## src/rtl/p09_vga_pkg.sv

```systemverilog
// Shared raster timing defaults (640x480@60) and sync polarity helpers for the video pipeline.
package p09_vga_pkg;

  localparam int unsigned DEF_H_DISPLAY = 640;
  localparam int unsigned DEF_H_FRONT   = 16;
  localparam int unsigned DEF_H_SYNC    = 96;
  localparam int unsigned DEF_H_BACK    = 48;
  localparam int unsigned DEF_V_DISPLAY = 480;
  localparam int unsigned DEF_V_FRONT   = 10;
  localparam int unsigned DEF_V_SYNC    = 2;
  localparam int unsigned DEF_V_BACK    = 33;

  localparam int unsigned H_TOTAL = DEF_H_DISPLAY + DEF_H_FRONT + DEF_H_SYNC + DEF_H_BACK;
  localparam int unsigned V_TOTAL = DEF_V_DISPLAY + DEF_V_FRONT + DEF_V_SYNC + DEF_V_BACK;

  localparam int unsigned DEF_SYNC_ACTIVE_LOW = 1;
  localparam logic        SYNC_ACTIVE_LEVEL   = 1'b0;

  // Pin level for a sync pulse given its logical state and the polarity setting.
  function automatic logic sync_level(input int unsigned active_low, input logic active);
    return active ^ (active_low != 0);
  endfunction

endpackage

```

## src/rtl/p09_hvsync_generator_if.sv

```systemverilog
// Raster timing bundle: pixel enable in, positions/syncs/strobes out.
interface p09_hvsync_generator_if #(
  parameter int unsigned HPOS_W = 10,
  parameter int unsigned VPOS_W = 10
);
  logic              pix_en;
  logic [HPOS_W-1:0] hpos;
  logic [VPOS_W-1:0] vpos;
  logic              hsync;
  logic              vsync;
  logic              display_on;
  logic              line_start;
  logic              frame_start;

  modport master (
    input  pix_en,
    output hpos, vpos, hsync, vsync, display_on, line_start, frame_start
  );

  modport slave (
    output pix_en,
    input  hpos, vpos, hsync, vsync, display_on, line_start, frame_start
  );
endinterface

```

## src/rtl/p09_wrap_counter.sv

```systemverilog
// Enable-qualified counter that wraps TERMINAL->0; resets to TERMINAL so the first tick lands on 0.
module p09_wrap_counter #(
  parameter int unsigned W        = 10,
  parameter int unsigned TERMINAL = 799
) (
  input  logic         clk_i,
  input  logic         rst_i,
  input  logic         en_i,
  output logic [W-1:0] count_o,
  output logic         wrap_o,
  output logic [W-1:0] next_o
);

  localparam logic [W-1:0] TERM = W'(TERMINAL);

  logic [W-1:0] count_q, count_d;

  always_comb begin
    count_d = count_q;
    if (en_i) begin
      count_d = (count_q == TERM) ? '0 : count_q + W'(1);
    end
  end

  always_ff @(posedge clk_i or posedge rst_i) begin
    if (rst_i) begin
      count_q <= TERM;
    end else begin
      count_q <= count_d;
    end
  end

  assign count_o = count_q;
  assign wrap_o  = (count_q == TERM);
  assign next_o  = count_d;

endmodule

```

## src/rtl/p09_hvsync_generator.sv

```systemverilog
// Raster position / sync generator. Optional macro P09_HVSYNC_PIPE_EN delays hsync/vsync by one pixel.
module p09_hvsync_generator
  import p09_vga_pkg::*;
#(
  parameter int unsigned H_DISPLAY       = DEF_H_DISPLAY,
  parameter int unsigned H_FRONT         = DEF_H_FRONT,
  parameter int unsigned H_SYNC          = DEF_H_SYNC,
  parameter int unsigned H_BACK          = DEF_H_BACK,
  parameter int unsigned V_DISPLAY       = DEF_V_DISPLAY,
  parameter int unsigned V_FRONT         = DEF_V_FRONT,
  parameter int unsigned V_SYNC          = DEF_V_SYNC,
  parameter int unsigned V_BACK          = DEF_V_BACK,
  parameter int unsigned SYNC_ACTIVE_LOW = DEF_SYNC_ACTIVE_LOW,
  parameter int unsigned HPOS_W          = 10,
  parameter int unsigned VPOS_W          = 10
) (
  input logic                    clk,
  input logic                    reset,
  p09_hvsync_generator_if.master vid
);

  localparam int unsigned H_TOT = H_DISPLAY + H_FRONT + H_SYNC + H_BACK;
  localparam int unsigned V_TOT = V_DISPLAY + V_FRONT + V_SYNC + V_BACK;

  localparam logic [HPOS_W-1:0] H_VIS  = HPOS_W'(H_DISPLAY);
  localparam logic [HPOS_W-1:0] HS_ON  = HPOS_W'(H_DISPLAY + H_FRONT);
  localparam logic [HPOS_W-1:0] HS_OFF = HPOS_W'(H_DISPLAY + H_FRONT + H_SYNC);
  localparam logic [VPOS_W-1:0] V_VIS  = VPOS_W'(V_DISPLAY);
  localparam logic [VPOS_W-1:0] VS_ON  = VPOS_W'(V_DISPLAY + V_FRONT);
  localparam logic [VPOS_W-1:0] VS_OFF = VPOS_W'(V_DISPLAY + V_FRONT + V_SYNC);
  localparam logic SYNC_OFF = sync_level(SYNC_ACTIVE_LOW, 1'b0);

  logic [HPOS_W-1:0] h_cnt, h_next;
  logic [VPOS_W-1:0] v_cnt, v_next;
  logic              h_wrap, v_wrap;

  p09_wrap_counter #(.W(HPOS_W), .TERMINAL(H_TOT - 1)) u_hcnt (
    .clk_i   (clk),
    .rst_i   (reset),
    .en_i    (vid.pix_en),
    .count_o (h_cnt),
    .wrap_o  (h_wrap),
    .next_o  (h_next)
  );

  p09_wrap_counter #(.W(VPOS_W), .TERMINAL(V_TOT - 1)) u_vcnt (
    .clk_i   (clk),
    .rst_i   (reset),
    .en_i    (vid.pix_en & h_wrap),
    .count_o (v_cnt),
    .wrap_o  (v_wrap),
    .next_o  (v_next)
  );

  logic hsync_q, hsync_d, vsync_q, vsync_d;
  logic de_q, de_d, ls_q, ls_d, fs_q, fs_d;

  // Levels derive from next-state counts so they line up with the registered positions.
  always_comb begin
    hsync_d = sync_level(SYNC_ACTIVE_LOW, (h_next >= HS_ON) && (h_next < HS_OFF));
    vsync_d = sync_level(SYNC_ACTIVE_LOW, (v_next >= VS_ON) && (v_next < VS_OFF));
    de_d    = (h_next < H_VIS) && (v_next < V_VIS);
    ls_d    = vid.pix_en & h_wrap;
    fs_d    = vid.pix_en & h_wrap & v_wrap;
  end

  always_ff @(posedge clk or posedge reset) begin
    if (reset) begin
      hsync_q <= SYNC_OFF;
      vsync_q <= SYNC_OFF;
      de_q    <= 1'b0;
      ls_q    <= 1'b0;
      fs_q    <= 1'b0;
    end else begin
      hsync_q <= hsync_d;
      vsync_q <= vsync_d;
      de_q    <= de_d;
      ls_q    <= ls_d;
      fs_q    <= fs_d;
    end
  end

`ifdef P09_HVSYNC_PIPE_EN
  logic hsync_p_q, vsync_p_q;

  always_ff @(posedge clk or posedge reset) begin
    if (reset) begin
      hsync_p_q <= SYNC_OFF;
      vsync_p_q <= SYNC_OFF;
    end else if (vid.pix_en) begin
      hsync_p_q <= hsync_q;
      vsync_p_q <= vsync_q;
    end
  end

  assign vid.hsync = hsync_p_q;
  assign vid.vsync = vsync_p_q;
`else
  assign vid.hsync = hsync_q;
  assign vid.vsync = vsync_q;
`endif

  assign vid.hpos        = h_cnt;
  assign vid.vpos        = v_cnt;
  assign vid.display_on  = de_q;
  assign vid.line_start  = ls_q;
  assign vid.frame_start = fs_q;

endmodule
```

## src/flat_wrapper.sv

```systemverilog
// flat-port wrapper written by rule: the top's interface ports become plain ports
module p09_hvsync_generator_flat import p09_vga_pkg::*;
#(
  parameter int unsigned H_DISPLAY       = DEF_H_DISPLAY,
  parameter int unsigned H_FRONT         = DEF_H_FRONT,
  parameter int unsigned H_SYNC          = DEF_H_SYNC,
  parameter int unsigned H_BACK          = DEF_H_BACK,
  parameter int unsigned V_DISPLAY       = DEF_V_DISPLAY,
  parameter int unsigned V_FRONT         = DEF_V_FRONT,
  parameter int unsigned V_SYNC          = DEF_V_SYNC,
  parameter int unsigned V_BACK          = DEF_V_BACK,
  parameter int unsigned SYNC_ACTIVE_LOW = DEF_SYNC_ACTIVE_LOW,
  parameter int unsigned HPOS_W          = 10,
  parameter int unsigned VPOS_W          = 10
)
  (clk, reset, vid_pix_en, vid_hpos, vid_vpos, vid_hsync, vid_vsync, vid_display_on, vid_line_start, vid_frame_start);
  p09_hvsync_generator_if #(.HPOS_W(HPOS_W), .VPOS_W(VPOS_W)) vid_i ();
  input logic clk;
  input logic reset;
  input wire logic [$bits(vid_i.pix_en)-1:0] vid_pix_en;
  output wire logic [$bits(vid_i.hpos)-1:0] vid_hpos;
  output wire logic [$bits(vid_i.vpos)-1:0] vid_vpos;
  output wire logic [$bits(vid_i.hsync)-1:0] vid_hsync;
  output wire logic [$bits(vid_i.vsync)-1:0] vid_vsync;
  output wire logic [$bits(vid_i.display_on)-1:0] vid_display_on;
  output wire logic [$bits(vid_i.line_start)-1:0] vid_line_start;
  output wire logic [$bits(vid_i.frame_start)-1:0] vid_frame_start;
  assign vid_i.pix_en = vid_pix_en;
  assign vid_hpos = vid_i.hpos;
  assign vid_vpos = vid_i.vpos;
  assign vid_hsync = vid_i.hsync;
  assign vid_vsync = vid_i.vsync;
  assign vid_display_on = vid_i.display_on;
  assign vid_line_start = vid_i.line_start;
  assign vid_frame_start = vid_i.frame_start;
  p09_hvsync_generator #(.H_DISPLAY(H_DISPLAY), .H_FRONT(H_FRONT), .H_SYNC(H_SYNC), .H_BACK(H_BACK), .V_DISPLAY(V_DISPLAY), .V_FRONT(V_FRONT), .V_SYNC(V_SYNC), .V_BACK(V_BACK), .SYNC_ACTIVE_LOW(SYNC_ACTIVE_LOW), .HPOS_W(HPOS_W), .VPOS_W(VPOS_W)) u_core (.clk(clk), .reset(reset), .vid(vid_i));
endmodule
```

## config.mk

```make
export PLATFORM = sky130hd
export DESIGN_NAME = p09_hvsync_generator_flat
export DESIGN_NICKNAME = d
export VERILOG_FILES = /design/src/rtl/p09_vga_pkg.sv /design/src/rtl/p09_hvsync_generator_if.sv /design/src/rtl/p09_wrap_counter.sv /design/src/rtl/p09_hvsync_generator.sv /design/src/flat_wrapper.sv
export SDC_FILE = /design/constraint.sdc
export NUM_CORES = 1
export LEC_CHECK = 0
export BUFFER_PORTS_ARGS = -buffer_cell sky130_fd_sc_hd__buf_2
export CAP_MARGIN = 30
export CORE_UTILIZATION = 55
export CTS_BUF_LIST = sky130_fd_sc_hd__clkbuf_16
export DETAILED_ROUTE_END_ITERATION = 10
export PLACE_DENSITY_LB_ADDON = 0.2
export SLEW_MARGIN = 20
export SYNTH_ARGS = -nofsm -noshare
export SYNTH_HDL_FRONTEND = slang
export SYNTH_SLANG_ARGS = --single-unit
```

## constraint.sdc

```tcl
create_clock -name clk -period 4.5 [get_ports clk]
set_input_delay 0.45 -clock clk [delete_from_list [all_inputs] [get_ports clk]]
set_output_delay 0.45 -clock clk [all_outputs]
set_load 0.01 [all_outputs]
```

Word level (Yosys, flattened, before mapping)

Index checks and enable logic that the tools add are counted.

$add $sub $neg: 2
Order comparisons: 6
Eq/ne operators: 2
Muxes and demuxes: 4
Bitwise operators: 4
Reduce and logical (&&, ||, !) cells: 3

Operator list:

| operator                | count |
|---|---|
| $mux W10                | 4 |
| $add A10 B1 Y10 const B | 2 |
| $eq A10 B10 Y1 const B  | 2 |
| $lt A10 B10 Y1 const B  | 2 |
| $lt A10 B9 Y1 const B   | 2 |
| $ge A10 B10 Y1 const B  | 1 |
| $ge A10 B9 Y1 const B   | 1 |
| $logic_and A1 B1 Y1     | 3 |
| $and A1 B1 Y1           | 2 |
| $not A1 Y1              | 2 |

Register bits after elaboration: 25
Input port bits: 3
Output and inout port bits: 25
Logic and storage cells: 28

Depth between registers and ports, before layout

Depth after elaboration: 6
Depth in mapped cells: 10
Depth with buffers taken out: 7

By module

Synthesis repeated with hierarchy kept, for this count alone.

Cell total of the unflattened synthesis: 123
Area total of the unflattened synthesis: 1301.2 um^2

Modules (own cells, without submodules):

| module                           | instances | cells an instance | area each (um^2) | seq. area each (um^2) |
|---|---|---|---|---|
| p09_wrap_counter (u_core.u_hcnt) | 1         | 53                | 553.0            | 259.0 |
| p09_wrap_counter (u_core.u_vcnt) | 1         | 53                | 544.3            | 254.0 |
| p09_hvsync_generator             | 1         | 17                | 203.9            | 127.6 |

Least setup slack after synthesis

No wires, ideal clock.

Path type: flip-flop to flip-flop
Start point: reg u_core.u_hcnt.count_q[0] (netlist: u_core.u_hcnt.count_o[0])
End point: reg u_core.de_q (netlist: u_core.vid.display_on)
Setup time: 141 ps
Arrival: 1960 ps
Setup slack: 2399 ps
Stages on the path, launching flop included: 8
Period minus slack after synthesis: 2101 ps
Cells stage by stage: dfstp_2 ha_1 and4_1 buf_6 nand3_4 or4_4 a22oi_2 a221oi_2

Cells in the longest elaborated chain, start to end: 5
Elaborated cells between the ends (all ways): 9
Classes of those cells: add/sub: 1; order compare: 2; eq/ne: 1; mux: 3; bitwise: 1; reduce/logical: 1

Ends and longest elaborated chain:

| item                                              | RTL line                                           | text |
|---|---|---|
| start, declared                                   | p09_wrap_counter.sv:16                             | `logic [W-1:0] count_q, count_d;` |
| start signal, assigned                            | p09_wrap_counter.sv:29                             | `count_q <= count_d;` |
| $add A10 B1 Y10 or $eq A10 B10 Y1 (tied branches) | p09_wrap_counter.sv:21, p09_wrap_counter.sv:34     |  |
| $mux W10 or $and A1 B1 Y1 (tied branches)         | p09_wrap_counter.sv:21, p09_hvsync_generator.sv:49 |  |
| $mux W10                                          | p09_wrap_counter.sv:20                             | `if (en_i) begin` |
| $lt A10 B10 Y1 or $lt A10 B9 Y1 (tied branches)   | p09_hvsync_generator.sv:62                         | `de_d = (h_next < H_VIS) && (v_next < V_VIS);` |
| $logic_and A1 B1 Y1 (*)                           | p09_hvsync_generator.sv:62                         |  |
| net u_core.de_d                                   | p09_hvsync_generator.sv:56                         | `logic de_q, de_d, ls_q, ls_d, fs_q, fs_d;` |
| end signal, assigned                              | p09_hvsync_generator.sv:71                         | `de_q <= 1'b0;` |
| end signal, assigned                              | p09_hvsync_generator.sv:77                         | `de_q <= de_d;` |
| end, declared                                     | p09_hvsync_generator.sv:56                         |  |

The timed path passes the listed nets; every way through them passes the cells marked *.

Final worst setup path

Same ends and word-level chain as after synthesis.

==> impl_results.html <==
<table>
<tr><th>Metric</th><th>Value</th></tr>
<tr><th colspan="2">Timing</th></tr>
<tr><td>Minimum period implied by the final worst setup slack</td><td>approximately 2400 ps</td></tr>
<tr><td>Post-route fraction of the period consumed by the critical path</td><td>53.8%</td></tr>
<tr><td>Final-layout setup total negative slack</td><td>0 ps</td></tr>
<tr><td>Endpoints failing hold</td><td>0</td></tr>
<tr><td>Layout Skew</td><td>between 2 and 2.5 ps</td></tr>
<tr><td>Top achievable clock speed</td><td>about 410 MHz</td></tr>
<tr><td>Slew at the pin closest to its max-slew limit</td><td>around 670 ps</td></tr>
<tr><td>Worst rel slew slack</td><td>between 50 and 60%</td></tr>
<tr><td>Max Transition Viols Final</td><td>0</td></tr>
<tr><td>RSZ-0062 raised after global routing</td><td>false</td></tr>
<tr><td>Final count of negative-setup-slack endpoints</td><td>0</td></tr>
<tr><td>Setup slack of the critical path after layout</td><td>between 2000 and 2500 ps</td></tr>
<tr><th colspan="2">CTS</th></tr>
<tr><td>CTS tree</td><td>built</td></tr>
<tr><td>Clk pin slew, worst setup/hold paths</td><td>approximately 60 ps</td></tr>
<tr><td>Number of gates given a new drive strength after cts</td><td>0</td></tr>
<tr><td>Clock latency on the worst-skew pair</td><td>around 250 ps</td></tr>
<tr><td>Maximum buffer depth of the clock tree</td><td>2</td></tr>
<tr><td>Total CTS buffers</td><td>3</td></tr>
<tr><td>Number of sinks driven by the clock tree</td><td>25</td></tr>
<tr><td>CTS Root Cell</td><td>sky130_fd_sc_hd__clkbuf_16</td></tr>
<tr><td>Number of buffers added for setup after CTS</td><td>0</td></tr>
<tr><td>Hold-fix buffers at CTS</td><td>0</td></tr>
<tr><td>Number of H-tree levels</td><td>1</td></tr>
<tr><th colspan="2">Worst setup path</th></tr>
<tr><td>Total stage count of the critical path</td><td>6</td></tr>
<tr><td>Critical path arrival</td><td>roughly 2500 ps</td></tr>
<tr><td>R2R depth</td><td>6</td></tr>
<tr><td>Cell type of the slowest stage on the worst timing path</td><td>sky130_fd_sc_hd__or4_4</td></tr>
<tr><td>Delay of the slowest critical-path stage</td><td>570 ps</td></tr>
<tr><td>Launch point of the worst reg-to-reg path</td><td>u_core.u_hcnt.count_o[0]</td></tr>
<tr><td>R2r endpoint</td><td>u_core.vid.display_on</td></tr>
<tr><td>Startpoint types</td><td>register</td></tr>
<tr><td>Crit path max-delay family</td><td>simple AND/OR/NAND/NOR gates</td></tr>
<tr><td>Total buffers and inverters traversed by the critical path</td><td>0</td></tr>
<tr><td>Endpoint class of the critical path</td><td>register</td></tr>
<tr><td>Worst path required time</td><td>4620 ps</td></tr>
<tr><td>Largest driver fanout on the critical path</td><td>14</td></tr>
<tr><td>Crit path cell chain</td><td>ha_1 &gt; and4_1 &gt; nand3_4 &gt; or4_4 &gt; a22oi_2 &gt; a221oi_2</td></tr>
<tr><td>Slack of the worst reg-to-reg path</td><td>about 2100 ps</td></tr>
<tr><td>Category of the most critical setup path</td><td>reg2reg</td></tr>
<tr><td>End point of the critical path</td><td>u_core.vid.display_on</td></tr>
<tr><td>Worst setup path start</td><td>u_core.u_hcnt.count_o[0]</td></tr>
<tr><th colspan="2">Job</th></tr>
<tr><td>Max-cap violation count</td><td>0</td></tr>
<tr><th colspan="2">Synth</th></tr>
<tr><td>Fraction of the yosys area taken by sequential cells</td><td>43.2%</td></tr>
<tr><td>Share of the synthesized area in the top cell type</td><td>between 20% and 30%</td></tr>
<tr><td>Share of async-settable or async-resettable flops after synthesis</td><td>100%</td></tr>
<tr><td>Top flip-flop cell by instance count after synthesis</td><td>sky130_fd_sc_hd__dfrtp_1</td></tr>
<tr><td>Count of state elements after synthesis</td><td>25</td></tr>
<tr><td>Library cell occupying the most area in the post-synthesis netlist</td><td>sky130_fd_sc_hd__dfrtp_1</td></tr>
<tr><td>Post-synthesis cell count</td><td>between 150 and 200</td></tr>
<tr><td>Number of warnings issued by yosys</td><td>0</td></tr>
<tr><td>Synthesized cell area</td><td>around 1500 sq um</td></tr>
<tr><td>Synthesized Nets</td><td>between 150 and 200</td></tr>
<tr><td>Post-synth EDFFs</td><td>0</td></tr>
<tr><td>Mean instance size in the synthesized netlist</td><td>approximately 9.4 sq um</td></tr>
<tr><td>Area contributors post-synth</td><td>sky130_fd_sc_hd__dfrtp_1 22%, sky130_fd_sc_hd__dfstp_2 21%, sky130_fd_sc_hd__nand2_1 5.6%, sky130_fd_sc_hd__o21ai_0 4.7%, sky130_fd_sc_hd__xnor2_1 4.7%</td></tr>
<tr><td>Count of unique library cells instantiated by Yosys</td><td>44</td></tr>
<tr><th colspan="2">Route</th></tr>
<tr><td>Wire length after detailed routing</td><td>3.04 mm</td></tr>
<tr><td>Via total after detailed routing</td><td>approximately 1300</td></tr>
<tr><td>Wirelength per Cell</td><td>14.3 um</td></tr>
<tr><td>Pre-antenna DRT Iters</td><td>5</td></tr>
<tr><td>Via/cell ratio</td><td>5.96</td></tr>
<tr><td>DR DRC count</td><td>0</td></tr>
<tr><td>Iteration-0 DRC count of the detailed router</td><td>33</td></tr>
<tr><td>Final ANT Viol Nets</td><td>0</td></tr>
<tr><th colspan="2">Global routing</th></tr>
<tr><td>Antenna violations before repair</td><td>0</td></tr>
<tr><td>Maximum number of pins on one net before global-route repair</td><td>26</td></tr>
<tr><td>First-pass GRT wire length</td><td>5.06 mm</td></tr>
<tr><td>Vias in the first global route</td><td>roughly 1100</td></tr>
<tr><td>Overall fraction of global-route tracks in use</td><td>around a quarter</td></tr>
<tr><td>Remaining global-route overflow</td><td>0</td></tr>
<tr><th colspan="2">Floorplan</th></tr>
<tr><td>Initial core utilization</td><td>around 59%</td></tr>
<tr><td>Standard cell core area</td><td>roughly 2500 sq um</td></tr>
<tr><td>DIE AREA</td><td>between 2000 and 3000 sq um</td></tr>
<tr><td>Number of placement rows</td><td>18</td></tr>
<tr><td>Die span in x</td><td>around 54 um</td></tr>
<tr><td>I/O pin total</td><td>28</td></tr>
<tr><td>Overall die height</td><td>53.9 um</td></tr>
<tr><th colspan="2">Power and ir drop</th></tr>
<tr><td>Power density over the cells</td><td>355 nW/um^2</td></tr>
<tr><td>Highest ir drop seen on vdd</td><td>around 0.3 mV</td></tr>
<tr><td>Reported leakage power</td><td>between 0.7 and 0.8 nW</td></tr>
<tr><th colspan="2">Finish</th></tr>
<tr><td>FF+latch area</td><td>~640 sq um</td></tr>
<tr><td>Area delta synth-&gt;final</td><td>14.9%</td></tr>
<tr><td>Fraction of layout instances using a drive strength above 1</td><td>between 20 and 30%</td></tr>
<tr><td>Layout Nets</td><td>about 190</td></tr>
<tr><td>Area taken by multi-input logic gates</td><td>769 sq um</td></tr>
<tr><td>Filler cell count in the final layout</td><td>between 200 and 250</td></tr>
<tr><td>Share of the core filled with cells in the final layout</td><td>roughly two thirds</td></tr>
<tr><td>Count of inserted antenna diode cells</td><td>0</td></tr>
<tr><th colspan="2">Run status</th></tr>
<tr><td>Run status</td><td>complete, no violations</td></tr>
<tr><th colspan="2">Place</th></tr>
<tr><td>Count of buffers from port buffering</td><td>27</td></tr>
<tr><td>Half-perimeter wire length after placement</td><td>2.17 mm</td></tr>
<tr><td>Post-Place Worst Slack</td><td>roughly 2100 ps</td></tr>
<tr><td>RD Place Congestion</td><td>roughly 0.89</td></tr>
<tr><th colspan="2">Worst hold path</th></tr>
<tr><td>Tightest Hold Check Type</td><td>in2async</td></tr>
</table>
-- stage by stage --
| stage | hold slack (ps) | cell area (sq um) | cells | power, mW |
|---|---|---|---|---|
| floorplan | 468 | 1480 | 158 | 0.376 |
| global placement | 475 | 1610 | 207 | 0.409 |
| detailed placement | 488 | 1610 | 207 | 0.415 |
| CTS | 422 | 1690 | 211 | 0.610 |
| global route | 209 | 1700 | 212 | 0.640 |
| finish | 159 | 1700 | 212 | 0.605 |
-- cells in the mapped netlist (2+ instances only) --
| cell | instances |
|---|---|
| sky130_fd_sc_hd__a211o_1 | 2 |
| sky130_fd_sc_hd__ha_1 | 3 |
| sky130_fd_sc_hd__a21oi_1 | 3 |
| sky130_fd_sc_hd__and4_1 | 5 |
| sky130_fd_sc_hd__nand4_1 | 7 |
| sky130_fd_sc_hd__dfstp_2 | 12 |
| sky130_fd_sc_hd__and2_1 | 2 |
| sky130_fd_sc_hd__buf_2 | 5 |
| sky130_fd_sc_hd__nand2_1 | 22 |
| sky130_fd_sc_hd__or4_1 | 3 |
| sky130_fd_sc_hd__o21ai_0 | 14 |
| sky130_fd_sc_hd__or3_1 | 3 |
| sky130_fd_sc_hd__nand4b_1 | 3 |
| sky130_fd_sc_hd__nand3_1 | 9 |
| sky130_fd_sc_hd__xnor2_1 | 8 |
| sky130_fd_sc_hd__inv_1 | 6 |
| sky130_fd_sc_hd__dfrtp_1 | 13 |
| sky130_fd_sc_hd__nor2_1 | 9 |
| sky130_fd_sc_hd__and3_1 | 4 |
-- report_power, final --
part | internal [mW] | switching, mW | total (mW)
Clock | 0.119 | 0.0738 | 0.192
Sequential | 0.262 | 0.0442 | 0.306
Combinational | 0.0487 | 0.0580 | 0.107
-- flip-flops by register name, indices dropped and copies added (netlist names) --
signal                  count
u_core.u_hcnt.count_o      10
u_core.u_vcnt.count_o      10
u_core.vid.display_on       1
u_core.vid.frame_start      1
u_core.vid.hsync            1
u_core.vid.line_start       1
u_core.vid.vsync            1
-- how the worst min path moves through the flow --
stage | startpoint | end | slack, ps | cells past startpoint
CTS | reset | u_core.u_vcnt.count_o[5] | 420 | 2
global route | reset | u_core.u_vcnt.count_o[8] | 210 | 2
detailed placement | u_core.u_hcnt.count_o[1] | u_core.u_hcnt.count_o[1] | 490 | 2
floorplan | reset | u_core.u_hcnt.count_o[5] | 470 | 1
finish | reset | u_core.u_vcnt.count_o[8] | 160 | 2
global placement | u_core.u_hcnt.count_o[1] | u_core.u_hcnt.count_o[1] | 480 | 2
-- kinds of logic (layout without fill, tap and decap cells) --
group | Yosys count | in the layout | synth area share [%]
AO/OA/AOI/OAI | 31 | 31 | 14.3
XOR/XNOR | 9 | 9 | 5.32
multiplexers | 2 | 2 | 1.60
AND/OR/NAND/NOR | 73 | 73 | 28.2
buffers and inverters | 15 | 39 | 4.81
adder cells (fa/ha/maj) | 3 | 3 | 2.53
flip-flops | 25 | 25 | 43.2
-- worst reg2reg max path: cells and delay by family, from the launching register on --
| kind | cells | cell delay (ps) |
|---|---|---|
| simple gates | 3 | 1200 |
| flops | 1 | 560 |
| compound gates | 2 | 310 |
| fa+ha+maj | 1 | 210 |
-- cells in the final DEF, fill, tap and decap left out, types with 2 or more instances in the layout --
cell / n
sky130_fd_sc_hd__a211o_1: 2
sky130_fd_sc_hd__a21oi_1: 3
sky130_fd_sc_hd__and2_1: 2
sky130_fd_sc_hd__and3_1: 4
sky130_fd_sc_hd__and4_1: 5
sky130_fd_sc_hd__buf_2: 27
sky130_fd_sc_hd__clkbuf_16: 3
sky130_fd_sc_hd__dfrtp_1: 13
sky130_fd_sc_hd__dfstp_2: 12
sky130_fd_sc_hd__ha_1: 3
sky130_fd_sc_hd__inv_1: 7
sky130_fd_sc_hd__nand2_1: 22
sky130_fd_sc_hd__nand3_1: 9
sky130_fd_sc_hd__nand4_1: 7
sky130_fd_sc_hd__nand4b_1: 3
sky130_fd_sc_hd__nor2_1: 9
sky130_fd_sc_hd__o21ai_0: 14
sky130_fd_sc_hd__or3_1: 3
sky130_fd_sc_hd__or4_1: 3
sky130_fd_sc_hd__xnor2_1: 8
-- layout make-up --
class	instances	share of cell area, %
Clock buffer	3	4.41
Clock inverter	1	0.220
Inverter	7	1.54
Multi-Input combinational cell	118	45.2
Sequential cell	25	37.6
Tap cell	30	2.20
Timing Repair Buffer	28	8.82
-- metal layers --
layer  wire length [um]  track usage, %
met4                 11            6.58
met5                  0               0
met1               1470            34.2
met3                200            3.11
met2               1360            37.2
(Power assumes the default switching activity.)
